$ cat src/rtl/uart_rx_pkt_ctrl.sv
// Sequencer for a UART receiver: programmable oversample tick, SOF/LEN/payload/checksum
// framing into a payload buffer, valid/ack hand-off, and error reporting.
module uart_rx_pkt_ctrl #(
  parameter int unsigned DIV_W         = 16,
  parameter int unsigned DIV_DEFAULT   = 163,
  parameter int unsigned MAX_LEN       = 16,
  parameter int unsigned ADDR_W        = 4,
  parameter int unsigned LEN_W         = 5,
  parameter logic [7:0]  SOF           = 8'hA5,
  parameter int unsigned TIMEOUT_TICKS = 640
) (
  input  logic              clk,
  input  logic              reset,
  input  logic [DIV_W-1:0]  cfg_div,
  input  logic              cfg_load,
  output logic              s_tick,
  input  logic              rx_done_tick,
  input  logic [7:0]        rx_dout,
  output logic              pkt_valid,
  output logic [LEN_W-1:0]  pkt_len,
  input  logic              pkt_ack,
  input  logic [ADDR_W-1:0] rd_addr,
  output logic [7:0]        rd_data,
  output logic              err_pulse,
  output logic [1:0]        err_code,
  output logic              busy
);

  localparam int unsigned ToW = $clog2(TIMEOUT_TICKS + 1);

  localparam logic [1:0] ErrLen     = 2'd0;
  localparam logic [1:0] ErrTimeout = 2'd1;
  localparam logic [1:0] ErrChk     = 2'd2;
  localparam logic [1:0] ErrOverrun = 2'd3;

  typedef enum logic [2:0] {StIdle, StLen, StPayload, StChk, StHold} state_e;

  state_e           state_q, state_d;
  logic [DIV_W-1:0] div_q, cnt_q;
  logic             s_tick_q;
  logic [ToW-1:0]   to_q, to_d;
  logic [LEN_W-1:0] len_q, len_d, idx_q, idx_d, pkt_len_q, pkt_len_d;
  logic [7:0]       sum_q, sum_d;
  logic [7:0]       rd_data_q;
  logic             err_pulse_q, err_d;
  logic [1:0]       err_code_q, code_d;
  logic             buf_we, cfg_ok, active, timeout, len_ok;
  logic [7:0]       mem [MAX_LEN];

  assign pkt_valid = (state_q == StHold);
  assign busy      = (state_q != StIdle);
  assign s_tick    = s_tick_q;
  assign pkt_len   = pkt_len_q;
  assign rd_data   = rd_data_q;
  assign err_pulse = err_pulse_q;
  assign err_code  = err_code_q;

  assign cfg_ok  = cfg_load && (state_q == StIdle) && !pkt_valid;
  assign active  = (state_q == StLen) || (state_q == StPayload) || (state_q == StChk);
  // A byte landing on the final tick wins over the timeout.
  assign timeout = active && s_tick_q && !rx_done_tick && (to_q == ToW'(TIMEOUT_TICKS - 1));
  assign len_ok  = (rx_dout != 8'd0) && (rx_dout <= 8'(MAX_LEN));

  always_ff @(posedge clk or negedge reset) begin
    if (!reset) begin
      div_q    <= DIV_W'(DIV_DEFAULT);
      cnt_q    <= '0;
      s_tick_q <= 1'b0;
    end else if (cfg_ok) begin
      div_q    <= (cfg_div == '0) ? DIV_W'(1) : cfg_div;
      cnt_q    <= '0;
      s_tick_q <= 1'b0;
    end else begin
      s_tick_q <= (cnt_q == div_q);
      cnt_q    <= (cnt_q == div_q) ? '0 : cnt_q + DIV_W'(1);
    end
  end

  always_comb begin
    state_d   = state_q;
    len_d     = len_q;
    idx_d     = idx_q;
    sum_d     = sum_q;
    pkt_len_d = pkt_len_q;
    err_d     = 1'b0;
    code_d    = err_code_q;
    buf_we    = 1'b0;
    to_d      = (!active || rx_done_tick) ? '0 : (s_tick_q ? to_q + ToW'(1) : to_q);
    unique case (state_q)
      StIdle: begin
        if (rx_done_tick && (rx_dout == SOF)) state_d = StLen;
      end
      StLen: begin
        if (rx_done_tick) begin
          if (len_ok) begin
            len_d   = rx_dout[LEN_W-1:0];
            sum_d   = rx_dout;
            idx_d   = '0;
            state_d = StPayload;
          end else begin
            err_d   = 1'b1;
            code_d  = ErrLen;
            state_d = StIdle;
          end
        end
      end
      StPayload: begin
        if (rx_done_tick) begin
          buf_we = 1'b1;
          sum_d  = sum_q + rx_dout;
          idx_d  = idx_q + LEN_W'(1);
          if (idx_q == len_q - LEN_W'(1)) state_d = StChk;
        end
      end
      StChk: begin
        if (rx_done_tick) begin
          if (rx_dout == sum_q) begin
            pkt_len_d = len_q;
            state_d   = StHold;
          end else begin
            err_d   = 1'b1;
            code_d  = ErrChk;
            state_d = StIdle;
          end
        end
      end
      StHold: begin
        if (rx_done_tick) begin
          err_d  = 1'b1;
          code_d = ErrOverrun;
        end
        if (pkt_ack) state_d = StIdle;
      end
      default: state_d = StIdle;
    endcase
    if (timeout) begin
      err_d   = 1'b1;
      code_d  = ErrTimeout;
      state_d = StIdle;
      to_d    = '0;
    end
  end

  always_ff @(posedge clk or negedge reset) begin
    if (!reset) begin
      state_q     <= StIdle;
      len_q       <= '0;
      idx_q       <= '0;
      sum_q       <= '0;
      to_q        <= '0;
      pkt_len_q   <= '0;
      err_pulse_q <= 1'b0;
      err_code_q  <= 2'd0;
      rd_data_q   <= '0;
    end else begin
      state_q     <= state_d;
      len_q       <= len_d;
      idx_q       <= idx_d;
      sum_q       <= sum_d;
      to_q        <= to_d;
      pkt_len_q   <= pkt_len_d;
      err_pulse_q <= err_d;
      err_code_q  <= code_d;
      rd_data_q   <= mem[rd_addr];
    end
  end

  // Payload storage is deliberately not reset.
  always_ff @(posedge clk) begin
    if (buf_we) mem[ADDR_W'(idx_q)] <= rx_dout;
  end

endmodule

$ cat config.mk
export PLATFORM = sky130hd
export DESIGN_NAME = uart_rx_pkt_ctrl
export DESIGN_NICKNAME = d
export VERILOG_FILES = /design/src/rtl/uart_rx_pkt_ctrl.sv
export SDC_FILE = /design/constraint.sdc
export NUM_CORES = 1
export LEC_CHECK = 0
export CAP_MARGIN = 20
export CORE_MARGIN = 2
export CORE_UTILIZATION = 60
export DETAILED_ROUTE_END_ITERATION = 6
export MAX_ROUTING_LAYER = met4
export PLACE_DENSITY = 0.89
export SLEW_MARGIN = 20
export SYNTH_ARGS = -nofsm -noshare
export SYNTH_HDL_FRONTEND = slang
export SYNTH_SLANG_ARGS = --single-unit
export TNS_END_PERCENT = 10
$ cat constraint.sdc
create_clock -name clk -period 3.1 [get_ports clk]
set_input_delay 0.62 -clock clk [delete_from_list [all_inputs] [get_ports clk]]
set_output_delay 0.62 -clock clk [all_outputs]
set_load 0.05 [all_outputs]
# Word-level counts from Yosys, hierarchy flattened
# Memory sizes are Yosys's and may differ from the RTL's. A register that Yosys moved wholly into a read port is not among the register bits.
# Index checks and enable logic that the tools add are counted.
dict set report word_totals {
  inputBits 33
  out_inout_bits 19
  regBits 72
  mem_bits_rw 128
  n_memories 1
}
dict set report op_classes {
  addsub 5
  magnitude_cmp 1
  n_mux 42
  n_reduce_logical 26
  n_eq_ne 21
}
# name words width read_ports rd_clocked_by_memory_dff write_ports line_no
set memory_table {}
lappend memory_table {mem 16 8 1 1 1 48} ;# logic [7:0] mem [MAX_LEN];
# cell count
set op_table {}
lappend op_table {{16-bit 2-to-1 mux} 3}
lappend op_table {{10-bit 2-to-1 mux} 3}
lappend op_table {{3-bit 2-to-1 mux} 8}
lappend op_table {{8-bit 2-to-1 mux} 3}
lappend op_table {{16-bit by 1-bit adder with 16-bit output, second input constant} 1}
lappend op_table {{16-bit == test} 1}
lappend op_table {{16-bit zero test} 1}
lappend op_table {{8-bit case mux with 2 select lines} 1}
lappend op_table {{5-bit 2-to-1 mux} 3}
lappend op_table {{3-bit != test, second input constant} 5}
lappend op_table {{3-bit case mux with 5 select lines} 1}
lappend op_table {{2-bit 2-to-1 mux} 7}
lappend op_table {{6-bit AND reduction} 2}
lappend op_table {{10-bit by 1-bit adder with 10-bit output, second input constant} 1}
lappend op_table {{10-bit == test, second input constant} 1}
lappend op_table {{1-bit 2-to-1 mux} 10}
lappend op_table {{5-bit case mux with 2 select lines} 1}
lappend op_table {{3-bit by 2-bit != test with 1-bit output, second input constant} 3}
lappend op_table {{8-bit adder} 1}
lappend op_table {{8-bit == test} 1}
lappend op_table {{8-bit == test, second input constant} 1}
lappend op_table {{8-bit by 5-bit <= comparator with 1-bit output, second input constant} 1}
lappend op_table {{8-bit nonzero test} 1}
lappend op_table {{1-bit logical AND} 7}
lappend op_table {{18 further kinds} 28}

# Depth between registers and ports, before layout
dict set report logic_depth {
  ltp_word 8
  mapped_depth 8
  ltp_nobuf 8
}

# Worst setup path after synthesis
# Ideal clock, no wire load.
dict set report synth_path {
  path_type {input port to flip-flop}
  start {input rx_done_tick}
  end {memory mem[3][0] (enable)}
  path_slack_ns 0.511
  t_arrival_ns 2.194
  path_buffers 2
  setup_time_ns 0.395
  cell_stages 4
  cell_sequence {clkbuf_1 -> or3b_1 -> buf_2 -> nor4_1}
}
dict set report synth_via {
  elab_chain_len 4
}
# item line_no
set synth_lines {}
lappend synth_lines {{from (decl)} 17} ;# input logic rx_done_tick,
lappend synth_lines {{1-bit 2-to-1 mux} 108} ;# if (rx_done_tick) begin
lappend synth_lines {{1-bit 2-to-1 mux} 89} ;# unique case (state_q)
lappend synth_lines {{1-bit 2-to-1 mux} 170} ;# if (buf_we) mem[ADDR_W'(idx_q)] <= rx_dout;
lappend synth_lines {{1-bit 2-to-1 mux (not written as such)} 170}
lappend synth_lines {{to (decl)} 48}
# No other way between the ends.

# Worst setup path in the final report
dict set report layout_path {
  start {register state_q[1]}
  end {output pkt_valid}
}
dict set report layout_via {
  elab_chain_len 1
}
# item line_no
set layout_lines {}
lappend layout_lines {{from (decl)} 38} ;# state_e state_q, state_d;
lappend layout_lines {{from (signal assigned)} 146} ;# state_q <= StIdle;
lappend layout_lines {{from (signal assigned)} 156} ;# state_q <= state_d;
lappend layout_lines {{3-bit == test} 50} ;# assign pkt_valid = (state_q == StHold);
lappend layout_lines {{to (decl)} 19} ;# output logic pkt_valid,
# No other way between the ends.

==> reports/metrics.cfg <==
[critical_path]
arrival_ns=2.25
end_kind=output port
worstPathMaxFanout=8
worst_setup_path_start_kind=flip-flop
rr_worst_depth=4
critPathKind=reg -> out
critPathRequiredTime_ns=2.48
r2r_setup_slack_ns=0.90

[yosys]
synth_common_cells=128 x edfxtp_1, 76 x dfrtp_1, 41 x nor2_1
synth-xor-area-share=0.0402
synth.avg_cell_area_sq_um=15.0
yosysWarnings=0
async_flop_share=0.385
synth-simple-area-share=0.0925
synth-compound-area-share=0.0501
synth_edf_count=128
yosys_most_used_dff=edfxtp_1
synthesis.instances=608
synth_fa_ha_area_frac=0.0213
synth_area_leader_cell=edfxtp_1
syn_area_sq_um=9140
synth.top_cell.area_share=0.420
seq_area_frac_synth=0.640
synth_top_family_by_area=multiplexers
synth_mux_area_frac=0.130
yosysUniqueCellTypes=67
synth.most_common_cell=edfxtp_1
yosys_register_bits=208
synth.net_count=656
yosys-top-cells-area=edfxtp_1 42%, dfrtp_1 21%, mux4_2 9.9%

[clocking]
clk_path_buf_depth=3
clkSlewWorstSetupHoldPaths_ns=0.07
cts-buffers-inserted=20
postCtsHoldBufs=0
ctsHtreeMaxLevel=1
cts_num_sinks=208
worstSkewPairLatency_ns=0.50
cts_tree=done
cts_root_buffer=clkbuf_16

[detailed_routing]
routed_via_density=6.36
dr.pass1.iters=5
wire_per_inst_um=22.8
routed_wl_um=20300
vias=5658
route.detailed.drc=0
drtIter0Drc=577
ant_nets=0

[sta]
fmax_ghz=0.348
finalSetupViolations=0
min_period_over_period=0.926
max_slew_margin=0.502
finClkSkew_ns=0.0167
tightest_slew_ns=0.747
hold_violations=0
fin_crit_ns=2.87
setup_ws_ns=0.230
finalSetupTns_ns=0
rsz0062_at_grt=no
slew_viol_final=0

[placed_design]
port_buffers=51
dp.cells=852
place_ws_ns=0.293
placed_cell_area_sq_um=9970
hpwl_um=13400
place_congestion=0.895

[floorplan]
die_w_um=127
initial_core_util=0.608
fp.coreArea_sq_um=15000
die_y_um=127
die_area_sq_um=16200
num_rows=45
ioPinCount=52

[min_path]
hold_class=in -> async

[final_layout]
final_area_sq_um=10700
syn_to_final_growth_pct=16.5
nNetsFinal=734
drive_gt1_frac=0.196
instances_no_fill=889

[global_route]
grt_first_pass_wirelength_um=32600
grt_max_degree=81
grtUsageTotal=0.272
gr-total-overflow=0
grt_pass1_vias=5890
antenna_found_initial=1

[power_and_ir_drop]
peakVddDrop_uv=391
leakage_nw=4.04
cellPowerDensity_nw_per_um2=707

[status]
status=finished, final reports clean

[flow_run]
drv_cap=0

layout by cell type (no fill, tap or decap), drive strengths merged, types with 8 or more instances in the layout:
master,count
xor2,32
ha,14
xnor2,10
nand4,8
buf,32
a21oi,11
nand2,31
and3,8
mux2,24
nand3,15
nor3,13
nor4,16
o21ai,22
mux4,40
inv,22
nor2,41
edfxtp,128
dfrtp,76
clkbuf,26
clkdlybuf4s50,48
power breakdown:
group,switching [mW],total (mW),internal (mW)
sequential,0.255,3.49,3.23
clock,1.01,2.51,1.50
combinational,0.871,1.54,0.666
total,2.14,7.54,5.40
flip-flops by register name, indices dropped and copies added, names as in the netlist:
register,flops
rd_data,8
state_q,3
err_pulse,1
len_q,5
to_q,10
err_code,2
sum_q,8
mem,128
pkt_len,5
div_q,16
s_tick,1
cnt_q,16
idx_q,5
layout make-up:
type	count	area [sq um]
Antenna cell	1	2.50
Clock buffer	26	544
Clock inverter	10	136
Fill cell	915	4380
Inverter	22	82.6
Multi-Input combinational cell	353	3060
Sequential cell	208	5850
Tap cell	188	235
Timing Repair Buffer	81	743
timing repair:
item	4_1_cts	5_1_grt
buffers inserted	0	0
endpoints found under the setup margin	1	0
resized for setup	1	0
critical path, cell delays in order (launching register included):
cell             delay (ns)
dfrtp_1                0.49
nor2_1                 0.21
nand2_1                0.14
inv_1                  0.11
clkdlybuf4s50_1        0.81
metal layers:
metal,track usage,part of all wire
met5,-,0
met4,0.103,0.034
met3,0.0431,0.071
met2,0.449,0.51
met1,0.344,0.39
path summary, 6_finish.rpt:
check                            from        end
min in group clk             sum_q[2]   sum_q[2]
hold / removal                  reset   sum_q[2]
setup / recovery           state_q[1]  pkt_valid
max in group asynchronous       reset   div_q[6]
hold reg to reg              sum_q[2]   sum_q[2]
setup reg to reg           state_q[1]  mem[9][6]
stage by stage:
stage	util	power, mW	hold WS (ns)
2_1_floorplan	-	4.58	0.324
3_3_place_gp	0.663	4.96	0.481
3_5_place_dp	0.663	5.04	0.492
4_1_cts	0.708	7.55	0.343
5_1_grt	0.709	7.87	0.234
6_report	0.709	7.54	0.169
cells by family after synthesis:
| kind of cell | count (synthesis) |
|---|---|
| flops | 208 |
| simple gates | 162 |
| compound gates | 68 |
| mux | 66 |
| buf+inv | 47 |
| xor+xnor | 42 |
| fa+ha+maj | 15 |
Note: power is estimated with default switching activity, not from simulation.
==> patch 1 (config.mk and constraints unchanged) <==
Put one more register stage on the output `err_pulse`, cleared by the reset. The value now appears one clock later. The other outputs are not delayed to match.
--- a/src/rtl/uart_rx_pkt_ctrl.sv
+++ b/src/rtl/uart_rx_pkt_ctrl.sv
@@ -53,5 +53,11 @@
   assign pkt_len   = pkt_len_q;
   assign rd_data   = rd_data_q;
-  assign err_pulse = err_pulse_q;
+  always_ff @(posedge clk or negedge reset) begin
+    if (!reset) begin
+      err_pulse <= '0;
+    end else begin
+      err_pulse <= err_pulse_q;
+    end
+  end
   assign err_code  = err_code_q;
 
Behaviour: not the same (Yosys sat finds a counterexample within 4 cycles, from zero or initial values and one cycle with reset low).
==> patch 1 against the original RTL <==
- wire length grew 0.48%
- non-clock buffer count decreased by 1
- cell area shrank 0.43%
- area after synthesis rose by 0.27%
- sequential cell count increased by 1
- worst setup slack better by 0.045 ns
- core utilization is 0.57 points lower
- total power is 2.2% lower
- maximum frequency grew 1.6%
==> patch 1: results (changes against the original RTL) <==
\begin{tabular}{lr}
\hline
Metric & Value \\
\hline
\multicolumn{2}{l}{\textbf{Global route}} \\
Initial antenna violation count & 0 (was 1) \\
Number of global-route vias before repair & 5810 (was 5890) \\
Pin count of the biggest net entering global routing & 82 (was 81) \\
Global-route usage over all layers & 26.8\% (was 27.2\%) \\
\multicolumn{2}{l}{\textbf{Power and ir drop}} \\
Psw & 0.00217 W (was 0.00214 W) \\
Worst ir drop on vdd & 0.562 mV (was 0.391 mV) \\
LEAKAGE & 4.04 nW (about the same) \\
\multicolumn{2}{l}{\textbf{Outcome}} \\
Status & finished clean (unchanged) \\
\multicolumn{2}{l}{\textbf{Placement}} \\
Routability-driven placement congestion ratio & 0.904 (was 0.895) \\
Total placed cells including tap cells & 852 (unchanged) \\
Placed standard-cell area & 9980 µm² (was 9970 µm²) \\
Half-perimeter wire length after detailed placement & 13300 µm (was 13400 µm) \\
\multicolumn{2}{l}{\textbf{Cells and area}} \\
Layout cells sized above 1 & 19.4\% (was 19.6\%) \\
Inserted Diodes & 0 (was 1) \\
Number of nets at the end of the flow & 735 (was 734) \\
\multicolumn{2}{l}{\textbf{Critical path}} \\
Worst path arrival time & 2.20 ns (was 2.25 ns) \\
R2R Setup Slk & 1.01 ns (was 0.90 ns) \\
\multicolumn{2}{l}{\textbf{Yosys}} \\
Commonest cells in the synthesized netlist & 128 x sky130\_fd\_sc\_hd\_\_edfxtp\_1, 77 x sky130\_fd\_sc\_hd\_\_dfrtp\_1, 41 x sky130\_fd\_sc\_hd\_\_nor2\_1 (was 128 x sky130\_fd\_sc\_hd\_\_edfxtp\_1, 76 x sky130\_fd\_sc\_hd\_\_dfrtp\_1, 41 x sky130\_fd\_sc\_hd\_\_nor2\_1) \\
Number of nets in the synthesized netlist & 657 (was 656) \\
Synth async-reset ratio & 38.8\% (was 38.5\%) \\
Ranking of synthesized cells by area & sky130\_fd\_sc\_hd\_\_edfxtp\_1 42\%, sky130\_fd\_sc\_hd\_\_dfrtp\_1 21\%, sky130\_fd\_sc\_hd\_\_mux4\_2 9.8\% (was sky130\_fd\_sc\_hd\_\_edfxtp\_1 42\%, sky130\_fd\_sc\_hd\_\_dfrtp\_1 21\%, sky130\_fd\_sc\_hd\_\_mux4\_2 9.9\%) \\
Instance count of the mapped netlist & 609 (was 608) \\
Fraction of the yosys area taken by sequential cells & 64.1\% (was 64.0\%) \\
\multicolumn{2}{l}{\textbf{STA}} \\
Setup Skew & 0.0191 ns (was 0.0167 ns) \\
\multicolumn{2}{l}{\textbf{Routing}} \\
Total number of vias & 5585 (was 5658) \\
Routed Wire Length & 20400 µm (was 20300 µm) \\
First-iteration detailed-routing DRC count & 593 (was 577) \\
\multicolumn{2}{l}{\textbf{Clock tree}} \\
Clock buffer count from CTS & 21 (was 20) \\
Clk pin slew, worst setup/hold paths & 0.07 ns (about the same) \\
\hline
\end{tabular}
[patch 1: cell count changes after synthesis]
| cell | before | now |
|---|---|---|
| sky130_fd_sc_hd__dfrtp_1 | 76 | 77 |
[patch 1: power groups by stage]
stage / clock (W) / sequential (W) / combinational [W]
finish: 0.00231 / 0.00353 / 0.00153
global route: 0.00243 / 0.00356 / 0.00167
CTS: 0.00234 / 0.00352 / 0.00152
detailed placement: 0 / 0.00357 / 0.00150
global placement: 0 / 0.00355 / 0.00143
floorplan: 0 / 0.00353 / 0.00107
[patch 1: metrics by stage]
step | hold slack [ns] | util [%] | setup slack [ns]
6_report | 0.150 | 70.3 | 0.275
5_1_grt | 0.230 | 70.3 | 0.172
4_1_cts | 0.334 | 70.2 | 0.0177
3_5_place_dp | 0.346 | 66.2 | 0.272
3_3_place_gp | 0.335 | 66.2 | 0.368
2_1_floorplan | 0.324 | - | 0.511
[patch 1: metal layers]
metal  share of wire (%)  track usage (%)  vias up
met5                   0                -        -
met4                 3.9             9.50        0
met3                 6.1             4.56       62
met2                  50             44.9      244
met1                  39             33.3     2803
li1                    -                -     2476
[patch 1: cells by family (layout without fill, tap and decap cells)]
logic type / count (synthesis) / count (layout) / share of synthesized area, %
simple gates: 162 / 162 / 9.22
fa+ha+maj: 15 / 15 / 2.13
flops: 209 / 209 / 64.1
mux: 66 / 66 / 13.0
xor+xnor: 42 / 42 / 4.01
buf+inv: 47 / 140 / 2.57
compound gates: 68 / 68 / 4.99
[patch 1: layout make-up]
type / count / area [µm²]
fillers: 971 / 4480
well taps: 188 / 235
clock buffers: 28 / 562
flip-flops and latches: 209 / 5880
repair buffers: 80 / 739
inverters: 22 / 82.6
multi-input cells: 353 / 3060
clock inverters: 10 / 53.8
[patch 1: repair_timing]
item,4_1_cts,5_1_grt
hold buffers,0,0
endpoints found under the setup margin,0,1
gates resized for setup,0,1
[patch 1: final timing paths]
check	start	endpoint	depth (start not counted)
min reg2reg	err_pulse_q	err_pulse	0
max reg2reg	len_q[0]	state_q[0]	6
min	reset	sum_q[2]	1
max in group asynchronous	reset	cnt_q[10]	1
max	state_q[1]	pkt_valid	4
min in group clk	err_pulse_q	err_pulse	0
[patch 1: worst reg2reg max path: cells and delay by family, from the launching register on]
family,cells,cell delay (ns)
buffers and inverters,1,0.10
AOI/OAI and AO/OA,3,0.96
adders and majority gates,1,0.25
DFF,1,0.50
and+or+nand+nor,1,0.17
==> patch 2 (same settings) <==
Without the edit above. Set the parameter `DIV_W` to 32 (it was 16).
--- a/src/rtl/uart_rx_pkt_ctrl.sv
+++ b/src/rtl/uart_rx_pkt_ctrl.sv
@@ -2,5 +2,5 @@
 // framing into a payload buffer, valid/ack hand-off, and error reporting.
 module uart_rx_pkt_ctrl #(
-  parameter int unsigned DIV_W         = 16,
+  parameter int unsigned DIV_W         = 32,
   parameter int unsigned DIV_DEFAULT   = 163,
   parameter int unsigned MAX_LEN       = 16,
Ports: changed (resized cfg_div); port bits go from 52 to 68. The function was not compared with the original's and may differ.
==> patch 2 against the original RTL <==
- sequential cell count grew 32
- sequential share of layout area is 1.2 points lower
- non-clock buffer count is 17 higher
- core utilization increased by 1.0 points
- wire length rose by 23%
- cell area is 16% higher
- total power is 7.5% higher
- worst setup slack worse by 0.082 ns
- die area is 15% higher
- area after synthesis grew 15%
- maximum frequency down 2.8%
- count of clock-buffer cells in the layout grew 8
- via count up 20%
- critical path type unchanged
- critical endpoint unchanged
==> patch 2: results (changes against the original RTL) <==
\begin{tabular}{lr}
\hline
Metric & Value \\
\hline
\multicolumn{2}{l}{\textbf{Placement}} \\
Total placed cells including tap cells & 1037 (was 852) \\
Half-perimeter wire length after detailed placement & 16000 µm (was 13400 µm) \\
IO Port Bufs & 67 (was 51) \\
Placed standard-cell area & 11700 µm² (was 9970 µm²) \\
Post-place setup slack & 0.0499 ns (was 0.293 ns) \\
\multicolumn{2}{l}{\textbf{Power and ir drop}} \\
LEAKAGE & 4.67 nW (was 4.04 nW) \\
\multicolumn{2}{l}{\textbf{Global route}} \\
Wire length of the first global-routing pass & 38900 µm (was 32600 µm) \\
Number of global-route vias before repair & 7007 (was 5890) \\
\multicolumn{2}{l}{\textbf{Routing}} \\
Via density per instance & 6.28 (was 6.36) \\
First-iteration detailed-routing DRC count & 635 (was 577) \\
WL met1 & 9730 µm (was 7820 µm) \\
\multicolumn{2}{l}{\textbf{Cells and area}} \\
Non-clock buffer total of the final layout & 98 (was 81) \\
Fraction of area in registers & 53.7\% (was 54.9\%) \\
Count of non-filler cells in the finished layout & 1082 (was 889) \\
Multi-input combinational cell count & 451 (was 353) \\
Non-clock buffer share of cell area & 7.54\% (was 6.98\%) \\
Clock tree cell share of total cell area & 5.84\% (was 6.39\%) \\
Number of nets at the end of the flow & 902 (was 734) \\
\multicolumn{2}{l}{\textbf{Yosys}} \\
Commonest cells in the synthesized netlist & 128 x sky130\_fd\_sc\_hd\_\_edfxtp\_1, 108 x sky130\_fd\_sc\_hd\_\_dfrtp\_1, 73 x sky130\_fd\_sc\_hd\_\_nor2\_1 (was 128 x sky130\_fd\_sc\_hd\_\_edfxtp\_1, 76 x sky130\_fd\_sc\_hd\_\_dfrtp\_1, 41 x sky130\_fd\_sc\_hd\_\_nor2\_1) \\
\multicolumn{2}{l}{\textbf{Outcome}} \\
Status & finished clean (unchanged) \\
\multicolumn{2}{l}{\textbf{Clock tree}} \\
Number of resized instances in the post-cts repair step & 0 (was 1) \\
Clock buffer count from CTS & 24 (was 20) \\
\multicolumn{2}{l}{\textbf{Critical path}} \\
R2R Setup Slk & 0.20 ns (was 0.90 ns) \\
Max Fanout on Critical Path & 9 (was 8) \\
\multicolumn{2}{l}{\textbf{STA}} \\
Final Critical Period & 2.95 ns (was 2.87 ns) \\
Worst slack on hold paths & 0.233 ns (was 0.169 ns) \\
\multicolumn{2}{l}{\textbf{Die}} \\
Starting density of the core & 61.2\% (was 60.8\%) \\
\hline
\end{tabular}
-- patch 2: metal layers --
layer | vias up | GRT usage, %
met3 | 80 | 5.41
met2 | 415 | 45.0
li1 | 2934 | -
met5 | - | -
met1 | 3370 | 37.9
met4 | 0 | 11.9
-- patch 2: logic make-up (layout without fill, tap and decap cells) --
family / after synthesis / count (layout) / synth area share [%]
flops: 240 / 240 / 63.1
simple gates: 226 / 226 / 10.9
mux: 79 / 79 / 12.7
xor+xnor: 76 / 76 / 6.31
compound gates: 55 / 55 / 3.34
buf+inv: 49 / 165 / 1.84
fa+ha+maj: 15 / 15 / 1.85
other cells: 0 / 1 / 0
-- patch 2: where the power goes --
| group | switching, W | internal [W] |
|---|---|---|
| sequential | 0.000255 | 0.00365 |
| clock | 0.00117 | 0.00150 |
| combinational | 0.000830 | 0.000696 |
| total | 0.00226 | 0.00584 |
